**src/rtl/cdb_arb_pkg.sv**
```systemverilog
// Shared defaults, broadcast packet type and ROB age comparison for the CDB arbiter.
// Consumers: cdb_req_buf, cdb_arbiter.
package cdb_arb_pkg;

    localparam int unsigned N_REQ_DEF  = 3;
    localparam int unsigned PREG_W_DEF = 7;
    localparam int unsigned ROB_W_DEF  = 4;
    localparam int unsigned TAG_W_MAX  = 16;

    typedef struct packed {
        logic [PREG_W_DEF-1:0] pd;
        logic [31:0]           data;
        logic [ROB_W_DEF-1:0]  rob_tag;
    } cdb_pkt_t;

    // Ages are measured from the ROB head modulo 2^rob_w; a tag equal to the
    // branch tag has equal age and is therefore never considered younger.
    function automatic logic tag_younger(
        input logic [TAG_W_MAX-1:0] tag,
        input logic [TAG_W_MAX-1:0] flush_tag,
        input logic [TAG_W_MAX-1:0] head,
        input int unsigned          rob_w
    );
        logic [TAG_W_MAX-1:0] mask;
        mask = TAG_W_MAX'((33'd1 << rob_w) - 33'd1);
        return ((tag - head) & mask) > ((flush_tag - head) & mask);
    endfunction

endpackage

```
**src/rtl/cdb_req_buf.sv**
```systemverilog
// Two-slot writeback buffer for one CDB requester, with insertion-order head
// selection and mispredict kill of younger entries.
module cdb_req_buf
    import cdb_arb_pkg::*;
#(
    parameter int unsigned PREG_W = PREG_W_DEF,
    parameter int unsigned ROB_W  = ROB_W_DEF
) (
    input  logic              clk,
    input  logic              reset,
    input  logic              in_valid,
    output logic              in_ready,
    input  logic [PREG_W-1:0] in_pd,
    input  logic [31:0]       in_data,
    input  logic [ROB_W-1:0]  in_rob_tag,
    input  logic              pop,
    input  logic              flush,
    input  logic [ROB_W-1:0]  flush_rob_tag,
    input  logic [ROB_W-1:0]  rob_head,
    output logic              head_valid,
    output logic [PREG_W-1:0] head_pd,
    output logic [31:0]       head_data,
    output logic [ROB_W-1:0]  head_rob_tag
);

    logic [1:0]        slot_valid;
    logic [1:0]        slot_ord;
    logic [1:0]        nxt_valid;
    logic [1:0]        nxt_ord;
    logic [1:0]        kill;
    logic              in_kill;
    logic              push;
    logic              head_idx;
    logic              free_idx;
    logic [PREG_W-1:0] slot_pd   [2];
    logic [31:0]       slot_data [2];
    logic [ROB_W-1:0]  slot_tag  [2];

    assign in_ready   = ~(slot_valid[0] & slot_valid[1]);
    assign head_valid = |slot_valid;
    // slot_ord[i] set means slot i was written after the other (still valid) slot
    assign head_idx   = (slot_valid[0] & slot_valid[1]) ? slot_ord[0] : slot_valid[1];
    assign free_idx   = slot_valid[0];

    assign head_pd      = slot_pd[head_idx];
    assign head_data    = slot_data[head_idx];
    assign head_rob_tag = slot_tag[head_idx];

    always_comb begin
        kill[0] = flush & tag_younger(TAG_W_MAX'(slot_tag[0]), TAG_W_MAX'(flush_rob_tag),
                                      TAG_W_MAX'(rob_head), ROB_W);
        kill[1] = flush & tag_younger(TAG_W_MAX'(slot_tag[1]), TAG_W_MAX'(flush_rob_tag),
                                      TAG_W_MAX'(rob_head), ROB_W);
        in_kill = flush & tag_younger(TAG_W_MAX'(in_rob_tag), TAG_W_MAX'(flush_rob_tag),
                                      TAG_W_MAX'(rob_head), ROB_W);
        push      = in_valid & in_ready & ~in_kill;
        nxt_valid = slot_valid;
        nxt_ord   = slot_ord;

        if (pop)
            nxt_valid[head_idx] = 1'b0;
        nxt_valid = nxt_valid & ~kill;

        // A lone survivor becomes the oldest entry again.
        if (!nxt_valid[1])
            nxt_ord[0] = 1'b0;
        if (!nxt_valid[0])
            nxt_ord[1] = 1'b0;

        if (push) begin
            nxt_valid[free_idx] = 1'b1;
            nxt_ord[free_idx]   = nxt_valid[~free_idx];
        end
    end

    always_ff @(posedge clk) begin
        if (reset) begin
            slot_valid <= '0;
            slot_ord   <= '0;
        end else begin
            slot_valid <= nxt_valid;
            slot_ord   <= nxt_ord;
            if (push) begin
                slot_pd[free_idx]   <= in_pd;
                slot_data[free_idx] <= in_data;
                slot_tag[free_idx]  <= in_rob_tag;
            end
        end
    end

endmodule

```
**src/rtl/cdb_arbiter.sv**
```systemverilog
// Common data bus writeback arbiter: per-requester 2-slot buffers, one registered
// broadcast per cycle. Define CDB_ARB_FIXED_PRIO_EN for fixed priority (index 0 wins).
module cdb_arbiter
    import cdb_arb_pkg::*;
#(
    parameter int unsigned N_REQ  = N_REQ_DEF,
    parameter int unsigned PREG_W = PREG_W_DEF,
    parameter int unsigned ROB_W  = ROB_W_DEF
) (
    input  logic                         clk,
    input  logic                         reset,
    input  logic [N_REQ-1:0]             req_valid,
    output logic [N_REQ-1:0]             req_ready,
    input  logic [N_REQ-1:0][PREG_W-1:0] req_pd,
    input  logic [N_REQ-1:0][31:0]       req_data,
    input  logic [N_REQ-1:0][ROB_W-1:0]  req_rob_tag,
    input  logic                         flush,
    input  logic [ROB_W-1:0]             flush_rob_tag,
    input  logic [ROB_W-1:0]             rob_head,
    output logic                         cdb_valid,
    output logic [PREG_W-1:0]            cdb_pd,
    output logic [31:0]                  cdb_data,
    output logic [ROB_W-1:0]             cdb_rob_tag
);

    localparam int unsigned PTR_W = (N_REQ > 1) ? $clog2(N_REQ) : 1;

    logic [N_REQ-1:0]  cand;
    logic [N_REQ-1:0]  pop;
    logic [PREG_W-1:0] head_pd   [N_REQ];
    logic [31:0]       head_data [N_REQ];
    logic [ROB_W-1:0]  head_tag  [N_REQ];
    logic              grant_any;
    logic [PTR_W-1:0]  winner;
    logic              win_kill;

    for (genvar g = 0; g < N_REQ; g++) begin : g_buf
        cdb_req_buf #(
            .PREG_W (PREG_W),
            .ROB_W  (ROB_W)
        ) u_buf (
            .clk           (clk),
            .reset         (reset),
            .in_valid      (req_valid[g]),
            .in_ready      (req_ready[g]),
            .in_pd         (req_pd[g]),
            .in_data       (req_data[g]),
            .in_rob_tag    (req_rob_tag[g]),
            .pop           (pop[g]),
            .flush         (flush),
            .flush_rob_tag (flush_rob_tag),
            .rob_head      (rob_head),
            .head_valid    (cand[g]),
            .head_pd       (head_pd[g]),
            .head_data     (head_data[g]),
            .head_rob_tag  (head_tag[g])
        );
        assign pop[g] = grant_any & (winner == PTR_W'(g));
    end

`ifdef CDB_ARB_FIXED_PRIO_EN
    always_comb begin
        grant_any = 1'b0;
        winner    = '0;
        for (int unsigned k = 0; k < N_REQ; k++) begin
            if (!grant_any && cand[k]) begin
                grant_any = 1'b1;
                winner    = PTR_W'(k);
            end
        end
    end
`else
    logic [PTR_W-1:0] rr_ptr;
    logic [PTR_W-1:0] rr_idx;

    always_comb begin
        grant_any = 1'b0;
        winner    = '0;
        rr_idx    = '0;
        for (int unsigned k = 0; k < N_REQ; k++) begin
            rr_idx = PTR_W'((32'(rr_ptr) + k) % N_REQ);
            if (!grant_any && cand[rr_idx]) begin
                grant_any = 1'b1;
                winner    = rr_idx;
            end
        end
    end

    // Pointer advances on every grant, including one whose result a flush discards.
    always_ff @(posedge clk) begin
        if (reset)
            rr_ptr <= '0;
        else if (grant_any)
            rr_ptr <= (winner == PTR_W'(N_REQ - 1)) ? '0 : winner + PTR_W'(1);
    end
`endif

    assign win_kill = flush & tag_younger(TAG_W_MAX'(head_tag[winner]), TAG_W_MAX'(flush_rob_tag),
                                          TAG_W_MAX'(rob_head), ROB_W);

    always_ff @(posedge clk) begin
        if (reset) begin
            cdb_valid   <= 1'b0;
            cdb_pd      <= '0;
            cdb_data    <= '0;
            cdb_rob_tag <= '0;
        end else if (grant_any) begin
            cdb_valid   <= ~win_kill;
            cdb_pd      <= head_pd[winner];
            cdb_data    <= head_data[winner];
            cdb_rob_tag <= head_tag[winner];
        end else begin
            cdb_valid   <= 1'b0;
        end
    end

endmodule

```
**config.mk**
```make
export PLATFORM = sky130hd
export DESIGN_NAME = cdb_arbiter
export DESIGN_NICKNAME = d
export VERILOG_FILES = /design/src/rtl/cdb_arb_pkg.sv /design/src/rtl/cdb_req_buf.sv /design/src/rtl/cdb_arbiter.sv
export SDC_FILE = /design/constraint.sdc
export NUM_CORES = 1
export LEC_CHECK = 0
export CAP_MARGIN = 40
export CORE_UTILIZATION = 35
export DETAILED_ROUTE_END_ITERATION = 16
export DONT_BUFFER_PORTS = 1
export MAX_ROUTING_LAYER = met4
export PLACE_DENSITY = 0.51
export SETUP_SLACK_MARGIN = 0.2
export SLEW_MARGIN = 5
export SYNTH_ARGS = -nofsm -noshare
export SYNTH_HDL_FRONTEND = slang
export SYNTH_SLANG_ARGS = --single-unit
```
**constraint.sdc**
```tcl
create_clock -name clk -period 10.85 [get_ports clk]
set_input_delay 1.6275 -clock clk [delete_from_list [all_inputs] [get_ports clk]]
set_output_delay 1.6275 -clock clk [all_outputs]
set_load 0.02 [all_outputs]
```
==> Word-level counts from Yosys, hierarchy flattened <==
Memories as Yosys holds them, arrays and structs flattened.
Index checks and enable logic that the tools add are counted.
{ "classes": {"add_sub_neg": 14, "div": 3, "n_lt_le_gt_ge": 29, "n_eq_ne": 2, "muxes": 70, "bitwise": 49, "n_reduce_logical": 15} }
{ "op_table": {"columns": ["op", "n"], "rows": [
  ["binary-select mux 32 bit (select 2 bit)", 1],
  ["remainder unit 32 x 2 -> 32 bit, second input constant", 2],
  ["two-way mux 32 bit", 2],
  ["subtractor 4 bit", 11],
  ["> comparator 4 bit", 10],
  ["two-way mux 1 bit", 36],
  ["remainder unit 2 x 2 -> 32 bit, second input constant", 1],
  ["two-way mux 2 bit", 13],
  ["AND 1 bit", 22],
  ["< comparator 1 x 2 -> 1 bit, second input constant", 9],
  ["binary-select mux 7 bit (select 2 bit)", 1],
  ["two-way mux 7 bit", 2],
  ["AND 2 bit", 6],
  ["inverter 2 bit", 6],
  ["inverter 1 bit", 11],
  ["< comparator 2 x 3 -> 1 bit, second input constant", 3],
  ["binary-select mux 4 bit (select 2 bit)", 1],
  ["logical AND 1 bit", 8],
  ["two-way mux 4 bit", 2],
  ["OR reduction 2 bit", 4],
  ["binary-select mux 1 bit (select 2 bit)", 3],
  ["bitwise mux 2 bit", 3],
  ["demux 1 bit (select 1 bit)", 6],
  [">= comparator 1 bit, second input constant", 6],
  ["10 further kinds", 13]
]} }
{ "word_totals": {"reg_bits": 58, "mem_bits_rw": 258, "out_inout_bits": 47, "n_memories": 9} }
{ "mem_list": {"columns": ["memory", "words", "word_bits", "read_ports", "rd_ports_with_merged_regs", "write_ports", "line_no", "source"], "rows": [
  ["g_buf[0].u_buf.slot_data", 2, 32, 1, 0, 1, "cdb_req_buf.sv:36", "logic [31:0] slot_data [2];"],
  ["g_buf[1].u_buf.slot_data", 2, 32, 1, 0, 1, "cdb_req_buf.sv:36", null],
  ["g_buf[2].u_buf.slot_data", 2, 32, 1, 0, 1, "cdb_req_buf.sv:36", null],
  ["g_buf[0].u_buf.slot_pd", 2, 7, 1, 0, 1, "cdb_req_buf.sv:35", "logic [PREG_W-1:0] slot_pd [2];"],
  ["g_buf[1].u_buf.slot_pd", 2, 7, 1, 0, 1, "cdb_req_buf.sv:35", null],
  ["g_buf[2].u_buf.slot_pd", 2, 7, 1, 0, 1, "cdb_req_buf.sv:35", null],
  ["3 more memories", null, null, null, null, null, null, null]
]} }

==> Logic depth before layout (Yosys ltp) <==
Gate-level depths: netlist of the first run.
{ "depth": {"depth_word": 19, "ltp_mapped": 20, "mapped_depth_nobuf": 17} }

==> Hierarchy <==
From an unflattened synthesis of the first run, not the netlist that was laid out.
{ "hier_totals": {"hier_cells": 1049, "area_unflattened_um2": 14983.1} }
{ "modules_own_cells": {"columns": ["module", "n_inst", "cells_each", "area_per_inst_um2"], "rows": [
  ["cdb_req_buf (g_buf[0].u_buf ...)", 2, 237, 3985.1],
  ["cdb_req_buf (g_buf[2].u_buf)", 1, 237, 3962.6],
  ["cdb_arbiter", 1, 338, 3050.4]
]} }

==> Worst setup path before layout of the first run <==
OpenSTA, ideal clock, no wires.
{ "synth_timing": {"kind": "input -> register", "start": "in rob_head[1]", "end": "mem g_buf[1].u_buf.slot_data[1][0], enable pin", "setup_ps": 552, "arrival_time_ps": 8199, "setup_slack_ps": 2099, "path_stages": 11, "cell_sequence": "inv_1 ha_1 a21o_1 a21oi_1 xnor2_1 ha_1 nand3_1 o22ai_1 o221ai_1 nand2_1 nor4_1"} }
{ "synth_between": {"elab_chain_cells": 8, "word_cells_on_any_way": 9, "classes_between": "2 x add/sub; 1 x order compare; 3 x mux; 3 x bitwise"} }
{ "synth_lines": {"columns": ["element", "line_no", "source"], "rows": [
  ["from (decl)", "cdb_arbiter.sv:19", "input logic [ROB_W-1:0] rob_head,"],
  ["subtractor 4 bit", "cdb_arb_pkg.sv:26", "return ((tag - head) & mask) > ((flush_tag - head) & mask);"],
  ["> comparator 4 bit (*)", "cdb_arb_pkg.sv:26", null],
  ["AND 1 bit (*)", "cdb_req_buf.sv:54", "in_kill = flush & tag_younger(TAG_W_MAX'(in_rob_tag), TAG_W_MAX'(flush_rob_tag),"],
  ["inverter 1 bit (*)", "cdb_req_buf.sv:56", "push = in_valid & in_ready & ~in_kill;"],
  ["AND 1 bit (*)", "cdb_req_buf.sv:56", null],
  ["two-way mux 1 bit (*)", "cdb_req_buf.sv:83", "if (push) begin"],
  ["two-way mux 1 bit (*)", "cdb_req_buf.sv:77", "if (reset) begin"],
  ["two-way mux 1 bit (implied by the code) (*)", "cdb_req_buf.sv:85", "slot_data[free_idx] <= in_data;"],
  ["to (decl)", "cdb_req_buf.sv:36", null]
]} }
Every way passes the cells marked *; elsewhere a longest branch is shown, timed or not.

==> Final worst setup path of the first run <==
{ "layout_timing": {"start": "in rob_head[1]", "end": "mem g_buf[2].u_buf.slot_data[0][28], enable pin"} }
{ "layout_between": {"elab_chain_cells": 8, "word_cells_on_any_way": 9, "classes_between": "2 x add/sub; 1 x order compare; 3 x mux; 3 x bitwise"} }
{ "layout_lines": {"columns": ["element", "line_no"], "rows": [
  ["subtractor 4 bit", "cdb_arb_pkg.sv:26"],
  ["> comparator 4 bit (*)", "cdb_arb_pkg.sv:26"],
  ["AND 1 bit (*)", "cdb_req_buf.sv:54"],
  ["inverter 1 bit (*)", "cdb_req_buf.sv:56"],
  ["AND 1 bit (*)", "cdb_req_buf.sv:56"],
  ["two-way mux 1 bit (*)", "cdb_req_buf.sv:83"],
  ["two-way mux 1 bit (*)", "cdb_req_buf.sv:77"],
  ["two-way mux 1 bit (implied by the code) (*)", "cdb_req_buf.sv:85"],
  ["to (decl)", "cdb_req_buf.sv:36"]
]} }
Marks and branches as above.

==> results_dict.tcl, run 1 <==
set metrics [dict create \
    status "complete, no violations" \
    n_antenna_cell 0 \
    fill_cells 3747 \
    gp_congestion 0.7617 \
    hp-class "reg -> reg" \
    synth_cells 1015 \
    vias 8097 \
    intPower_w 0.002490 \
    cts_hold_buf 0 \
    worst_pin_slew_ns 0.8676 \
    vias_per_cell 5.154 \
    dieArea_um2 41130 \
    regToRegSetupSlack_ns 6.35 \
    cp_data_required_time_ns 11.01 \
    instances_no_fill 1571 \
    routed_wl_mm 35.42 \
    avgSynthCellArea_um2 13.90 \
    finalCriticalPeriod_ns 4.686 \
    yosysTopAreaCellShare_pct 54.90 \
    tritoncts "built" \
    area_growth_pct 12.41 \
    antenna_left 0 \
    combPwrFrac_pct 22.8 \
    cts_setup_buffers 0 \
    ys_types 53 \
    p_sw_share_pct 31.41 \
    p_leak_nw 5.544 \
    synth_nets 1244 \
    final_cell_mix "edfxtp_1, nand2_1, mux2i_1, ha_1, dfxtp_1" \
    ys_seq_elements 313 \
    dr.first_iter.drc_count 341 \
    cts.reportedPaths.clkPinSlew_ns 0.06 \
    critPathKind "in -> reg" \
    drv_slew 0 \
    finalSetupViolCount 0 \
    ctsLongestPathBuffers 3 \
    drive_gt1_share_pct 12.24 \
    cts_buffers 35 \
    maxCapViolCount 0 \
    finalPower_w 0.003630 \
    postLayoutCoreUtil_pct 39.93 \
    crit_start "rob_head[1]" \
    clock_latency_ns 0.53 \
    peakVddDrop_v 0.0001235 \
    gr-total-overflow 0 \
    finalHoldViolations 0 \
    dp_cells 1508 \
    drt-wirelength-per-cell_um 22.55 \
    nNetsFinal 1249 \
    grt_usage_pct 17.65 \
    r2r-start "rr_ptr[0]" \
    ys_warn_count 0 \
    cts-root-buf "clkbuf_16" \
    fp.coreArea_um2 39730 \
    power_frac_seq_pct 44.2 \
    cp-end-kind "flip-flop" \
    post-dp-hpwl_mm 23.43 \
    chipWidth_um 202.8 \
    clock-sinks 313 \
    crit_path_start_kind "input pin" \
    timing.final.crit_share_pct 43.19 \
    grt_pass1_wl_mm 52.08 \
    clock_power_share_pct 33.0 \
    htree_levels 2 \
    rsz0062_at_grt "no" \
    die_y_um 202.8 \
    arrival_ns 4.84 \
    drc_errors 0 \
    ys_top_cells_by_area "edfxtp_1, dfxtp_1, mux2i_1" \
    fin_setup_tns_ns 0 \
    cp-endpoint "g_buf[2].u_buf.slot_data[0][28]" \
    cp_max_fo 41 \
    power_switching_w 0.001140 \
    antenna_found_initial 0 \
    io_buffers 0 \
    yosysSeqAreaShare_pct 62.70 \
    grt_pass1_vias 8238 \
    final_common_cell "edfxtp_1" \
    p_per_area_nw_per_um2 228.8 \
    maxClockFrequency_mhz 213.4 \
    clock_skew_ns 0.02459 \
    yosysTopAreaCell "edfxtp_1" \
    drtPass1Iterations 7 \
    r2r-end "cdb_valid" \
    fp-row-count 73 \
    max_slew_margin_pct 42.16 \
    r2r_cells 17 \
    io_pins 190 \
    postCtsResizedCells 0 \
    syn-cell-area_um2 14110 \
    grt_max_degree 56 \
    start_util_pct 35.52 \
]
-- synthesized netlist by cell type, drive strengths merged --
cell       n
a211oi     3
a21boi     3
a21o      11
a21oi     32
a221oi    33
a311oi     1
and2       1
and3       1
buf       43
clkbuf     9
dfxtp     55
edfxtp   258
fa        11
ha        75
inv       41
maj3       2
mux2i     95
nand2    118
nand2b     5
nand3     10
nand4      8
nor2      55
nor2b      8
nor3       2
nor4       4
o2111ai    2
o211ai     6
o21a      10
o21ai     17
o221a      1
o221ai     5
o22ai     48
o311ai     1
o41ai      2
or2        6
xnor2     22
xor2      11
-- sequential cells by signal (all words and copies together) (netlist names) --
| name | flops |
|---|---|
| g_buf.u_buf.slot_data | 192 |
| g_buf.u_buf.slot_pd | 42 |
| cdb_data | 32 |
| g_buf.u_buf.slot_tag | 24 |
| cdb_pd | 7 |
| g_buf.u_buf.slot_valid | 6 |
| cdb_rob_tag | 4 |
| g_buf.u_buf.slot_ord | 3 |
| rr_ptr | 2 |
| cdb_valid | 1 |
-- routing by layer --
metal  global-route usage [%]  vias to the layer above  routed length [um]
li1                         -                     3822                   -
met1                    20.47                     4028               14490
met2                    29.70                      199               17760
met3                    4.960                       48                2434
met4                    5.183                        0                 748
met5                        -                        -                   0
-- cell type report --
class                           instances  area (um^2)  area share [%]
Clock buffer                           50         1023           6.452
Timing Repair Buffer                   20        175.2           1.104
Sequential cell                       313         8848           55.78
Multi-Input combinational cell        609         4851           30.58
Tap cell                              525        656.9           4.141
Inverter                               41        153.9          0.9701
Clock inverter                         13        155.1          0.9780
-- critical path: stages --
cell and delay [ns]:
inv_1 0.03, buf_4 0.34, fa_1 0.48, inv_1 0.36, ha_1 0.32, nor2b_1 0.13
o21a_1 0.16, o21a_1 0.16, o211ai_1 0.25, nand3_1 0.21, nor2_4 0.15, buf_4 0.56
-- per-stage QoR --
step                      instance area, um^2  setup slack [ns]  hold WS (ns)
after floorplan                         14110             2.099        0.4202
after global placement                  14650             5.614        0.4394
after detailed placement                14690             5.559        0.4499
after CTS                               15860             6.098        0.4594
after global routing                    15860             5.992        0.4924
final                                   15860             6.164        0.4595
-- how the worst min path moves through the flow --
stage | from | end | slack [ns] | cells past startpoint
after floorplan | g_buf[2].u_buf.slot_ord[0] | g_buf[2].u_buf.slot_ord[0] | 0.42 | 2
after global placement | g_buf[2].u_buf.slot_ord[0] | g_buf[2].u_buf.slot_ord[0] | 0.44 | 2
after detailed placement | g_buf[2].u_buf.slot_ord[0] | g_buf[2].u_buf.slot_ord[0] | 0.45 | 2
after CTS | g_buf[2].u_buf.slot_ord[0] | g_buf[2].u_buf.slot_ord[0] | 0.46 | 2
after global routing | g_buf[2].u_buf.slot_ord[0] | g_buf[2].u_buf.slot_ord[0] | 0.49 | 2
final | g_buf[2].u_buf.slot_ord[0] | g_buf[2].u_buf.slot_ord[0] | 0.46 | 2
-- cells by family (layout without fill, tap and decap cells) --
family          count (synthesis)  in the layout  share of synthesized area (%)
compound gates                175            175                          9.886
simple gates                  218            218                          6.685
xor+xnor                       33             33                          2.048
flops                         313            313                          62.70
buf+inv                        93            124                          3.582
fa+ha+maj                      88             88                          8.361
mux                            95             95                          6.738
-- power groups by stage --
stage / Combinational (W) / Sequential (W) / Clock [W]
CTS: 0.000842 / 0.00161 / 0.00123
global placement: 0.000814 / 0.00163 / 0
detailed placement: 0.000838 / 0.00163 / 0
global route: 0.000919 / 0.00162 / 0.00127
finish: 0.000828 / 0.00160 / 0.00120
floorplan: 0.000645 / 0.00160 / 0
(Power assumes the default switching activity.)
==> run 2: changes to the inputs <==
==> constraint.sdc (replaced) <==
create_clock -name clk -period 4.66 [get_ports clk]
set_input_delay 0.699 -clock clk [delete_from_list [all_inputs] [get_ports clk]]
set_output_delay 0.699 -clock clk [all_outputs]
set_load 0.02 [all_outputs]
==> run 2 against run 1 <==
  * Sequential share of layout area shrank 0.85 points
  * Count of clock-buffer cells in the layout is 3 lower
  * Clock skew is 0.0078 ns lower
  * Global-route usage grew 1.0 points
  * Worst setup slack worse by 5.4 ns
  * Critical endpoint is now cdb_valid
  * Highest routed layer unchanged
  * Critical path depth grew 5
  * Design area grew 1.5%
  * Combinational power is 140% higher
  * First-iteration DRC count up 32%
  * Register-to-register slack worse by 5.6 ns
  * Die area did not move
  * Critical path type is now reg -> reg
  * Flip-flop and latch count did not move
==> results_dict.tcl, run 2 (synthesis results as in run 1) <==
set metrics [dict create \
    holdCritStartpoint "reset" \
    status "complete, no violations" \
    design_area_um2 16110 \
    r2r-end "cdb_valid" \
    vias_per_cell 5.150 \
    finalSetupViolCount 0 \
    dp_cells 1514 \
    ctsLongestPathBuffers 3 \
    regToRegSetupSlack_ns 0.72 \
    maxCapViolCount 0 \
    clock_power_share_pct 32.9 \
    cp-end-kind "flip-flop" \
    cts_setup_buffers 0 \
    routed_wl_mm 36.66 \
    cts_buffers 36 \
    cts.reportedPaths.clkPinSlew_ns 0.06 \
    start_util_pct 35.52 \
    regMostFlops "g_buf.u_buf.slot_data" \
    reg_top3 "g_buf.u_buf.slot_data x192, g_buf.u_buf.slot_pd x42, cdb_data x32" \
    p_per_area_nw_per_um2 528.5 \
    max_slew_margin_pct 41.75 \
    largest_register_ffs 192 \
    crit_path_start_kind "flip-flop" \
    area_growth_pct 14.15 \
    critPathKind "reg -> reg" \
    placed_area_um2 14920 \
    cp_max_fo 8 \
    multiInputGateArea_um2 4972 \
    drive_gt1_share_pct 13.93 \
    power_switching_w 0.002733 \
    grt_pass1_vias 8422 \
    finalCriticalPeriod_ns 3.943 \
    die_y_um 202.8 \
    cp_data_required_time_ns 5.12 \
    gr-total-overflow 0 \
    chipWidth_um 202.8 \
    antenna_found_initial 1 \
    fin_setup_tns_ns 0 \
    layout_setup_ws_ns 0.7171 \
    whs_path_depth 1 \
    whs_endpoint "cdb_data[17]" \
    nNetsFinal 1256 \
    io_pins 190 \
    cts_hold_buf 0 \
    p_sw_share_pct 32.10 \
    grt_pass1_wl_mm 54.56 \
    dr.first_iter.drc_count 449 \
    drc_errors 0 \
    fp.coreArea_um2 39730 \
    gp_congestion 0.8492 \
    grt_usage_pct 18.69 \
    htree_levels 2 \
    combPwrFrac_pct 23.4 \
    peakVddDrop_v 0.0003298 \
    register_area_um2 8848 \
    r2r-start "rr_ptr[0]" \
    antenna_left 0 \
    fill_cells 3701 \
    intPower_w 0.005780 \
    clock-sinks 313 \
    fp-row-count 73 \
    postCtsResizedCells 0 \
    power_frac_seq_pct 43.7 \
    timing.final.crit_share_pct 84.61 \
    grt_max_degree 56 \
    hold_ws_ns 0.2174 \
    cts-root-buf "clkbuf_16" \
    r2r_cells 17 \
    hp-class "in -> reg" \
    drtPass1Iterations 5 \
    dieArea_um2 41130 \
    vias 8148 \
    rsz0062_at_grt "no" \
    worst_pin_slew_ns 0.8737 \
    io_buffers 0 \
    clock_skew_ns 0.01684 \
    instances_no_fill 1582 \
    final_cell_mix "edfxtp_1, nand2_1, mux2i_1, ha_1, dfxtp_1" \
    place_ws_ns 0.7064 \
    post-dp-hpwl_mm 24.17 \
    drv_slew 0 \
    clock_latency_ns 0.55 \
    maxClockFrequency_mhz 253.6 \
    arrival_ns 4.40 \
    tritoncts "built" \
    finalHoldViolations 0 \
    p_leak_nw 5.602 \
    final_common_cell "edfxtp_1" \
    drt-wirelength-per-cell_um 23.17 \
]
## run 2: changes by cell type in the layout (fill, tap and decap cells not counted), moves of 2 or more
| cell | delta |
|---|---|
| buf_12 | +5 |
| clkbuf_1 | -2 |
| clkinv_2 | +3 |
| clkinvlp_4 | +3 |
| diode_2 | +2 |
| ha_1 | -3 |
| ha_4 | +3 |
| inv_1 | -2 |
| nor4_2 | -3 |
| nor4_4 | +3 |
| xnor2_1 | -2 |
| xnor2_4 | +2 |
## run 2: metrics by stage
| step | utilization [%] | total power (W) |
|---|---|---|
| final | 40.54 | 0.008513 |
| after global routing | 40.54 | 0.008955 |
| after CTS | 40.53 | 0.008627 |
| after detailed placement | 37.55 | 0.005803 |
| after global placement | 37.50 | 0.005743 |
| after floorplan | - | 0.005244 |
## run 2: power groups by stage
stage          logic, W  clock network (W)  registers, W
2_1_floorplan   0.00153                  0       0.00371
4_1_cts         0.00202            0.00287       0.00373
5_1_grt         0.00222            0.00297       0.00376
3_5_place_dp    0.00201                  0       0.00379
6_report        0.00199            0.00280       0.00372
3_3_place_gp    0.00196                  0       0.00379
## run 2: cell type report
| class | count | area share (%) |
|---|---|---|
| Timing Repair Buffer | 26 | 1.755 |
| Tap cell | 525 | 4.078 |
| Sequential cell | 313 | 54.93 |
| Inverter | 41 | 0.9942 |
| Antenna cell | 2 | 0.03107 |
| Clock inverter | 19 | 1.126 |
| Clock buffer | 47 | 6.221 |
| Multi-Input combinational cell | 609 | 30.87 |
## run 2: worst max path at each step
stage | slack (ns) | to | startpoint
CTS | 0.75 | cdb_valid | rr_ptr[0]
detailed placement | 0.71 | g_buf[0].u_buf.slot_data[1][28] | rob_head[1]
floorplan | -0.12 | g_buf[0].u_buf.slot_data[1][0] | rob_head[1]
global route | 0.48 | cdb_valid | rr_ptr[0]
global placement | 0.74 | g_buf[0].u_buf.slot_data[1][28] | rob_head[1]
finish | 0.72 | cdb_valid | rr_ptr[0]
## run 2: routing by layer
layer | vias up | GRT usage (%) | part of all wire [%]
met5 | - | - | 0
li1 | 3834 | - | -
met2 | 199 | 30.23 | 49
met4 | 0 | 6.203 | 2.4
met3 | 52 | 5.955 | 7.7
met1 | 4063 | 21.96 | 41
## run 2: worst max-delay path, stage by stage (launching register included)
cell	delay, ns
dfxtp_1	0.35
inv_1	0.05
ha_1	0.40
nand3_1	0.22
o211ai_1	0.13
or2_2	0.32
mux2i_1	0.14
o21ai_0	0.53
inv_1	0.10
ha_1	0.29
a21o_1	0.15
a21oi_1	0.16
xor2_1	0.19
xnor2_1	0.15
ha_1	0.27
o21ai_0	0.08
nand2b_1	0.07
a311oi_1	0.24
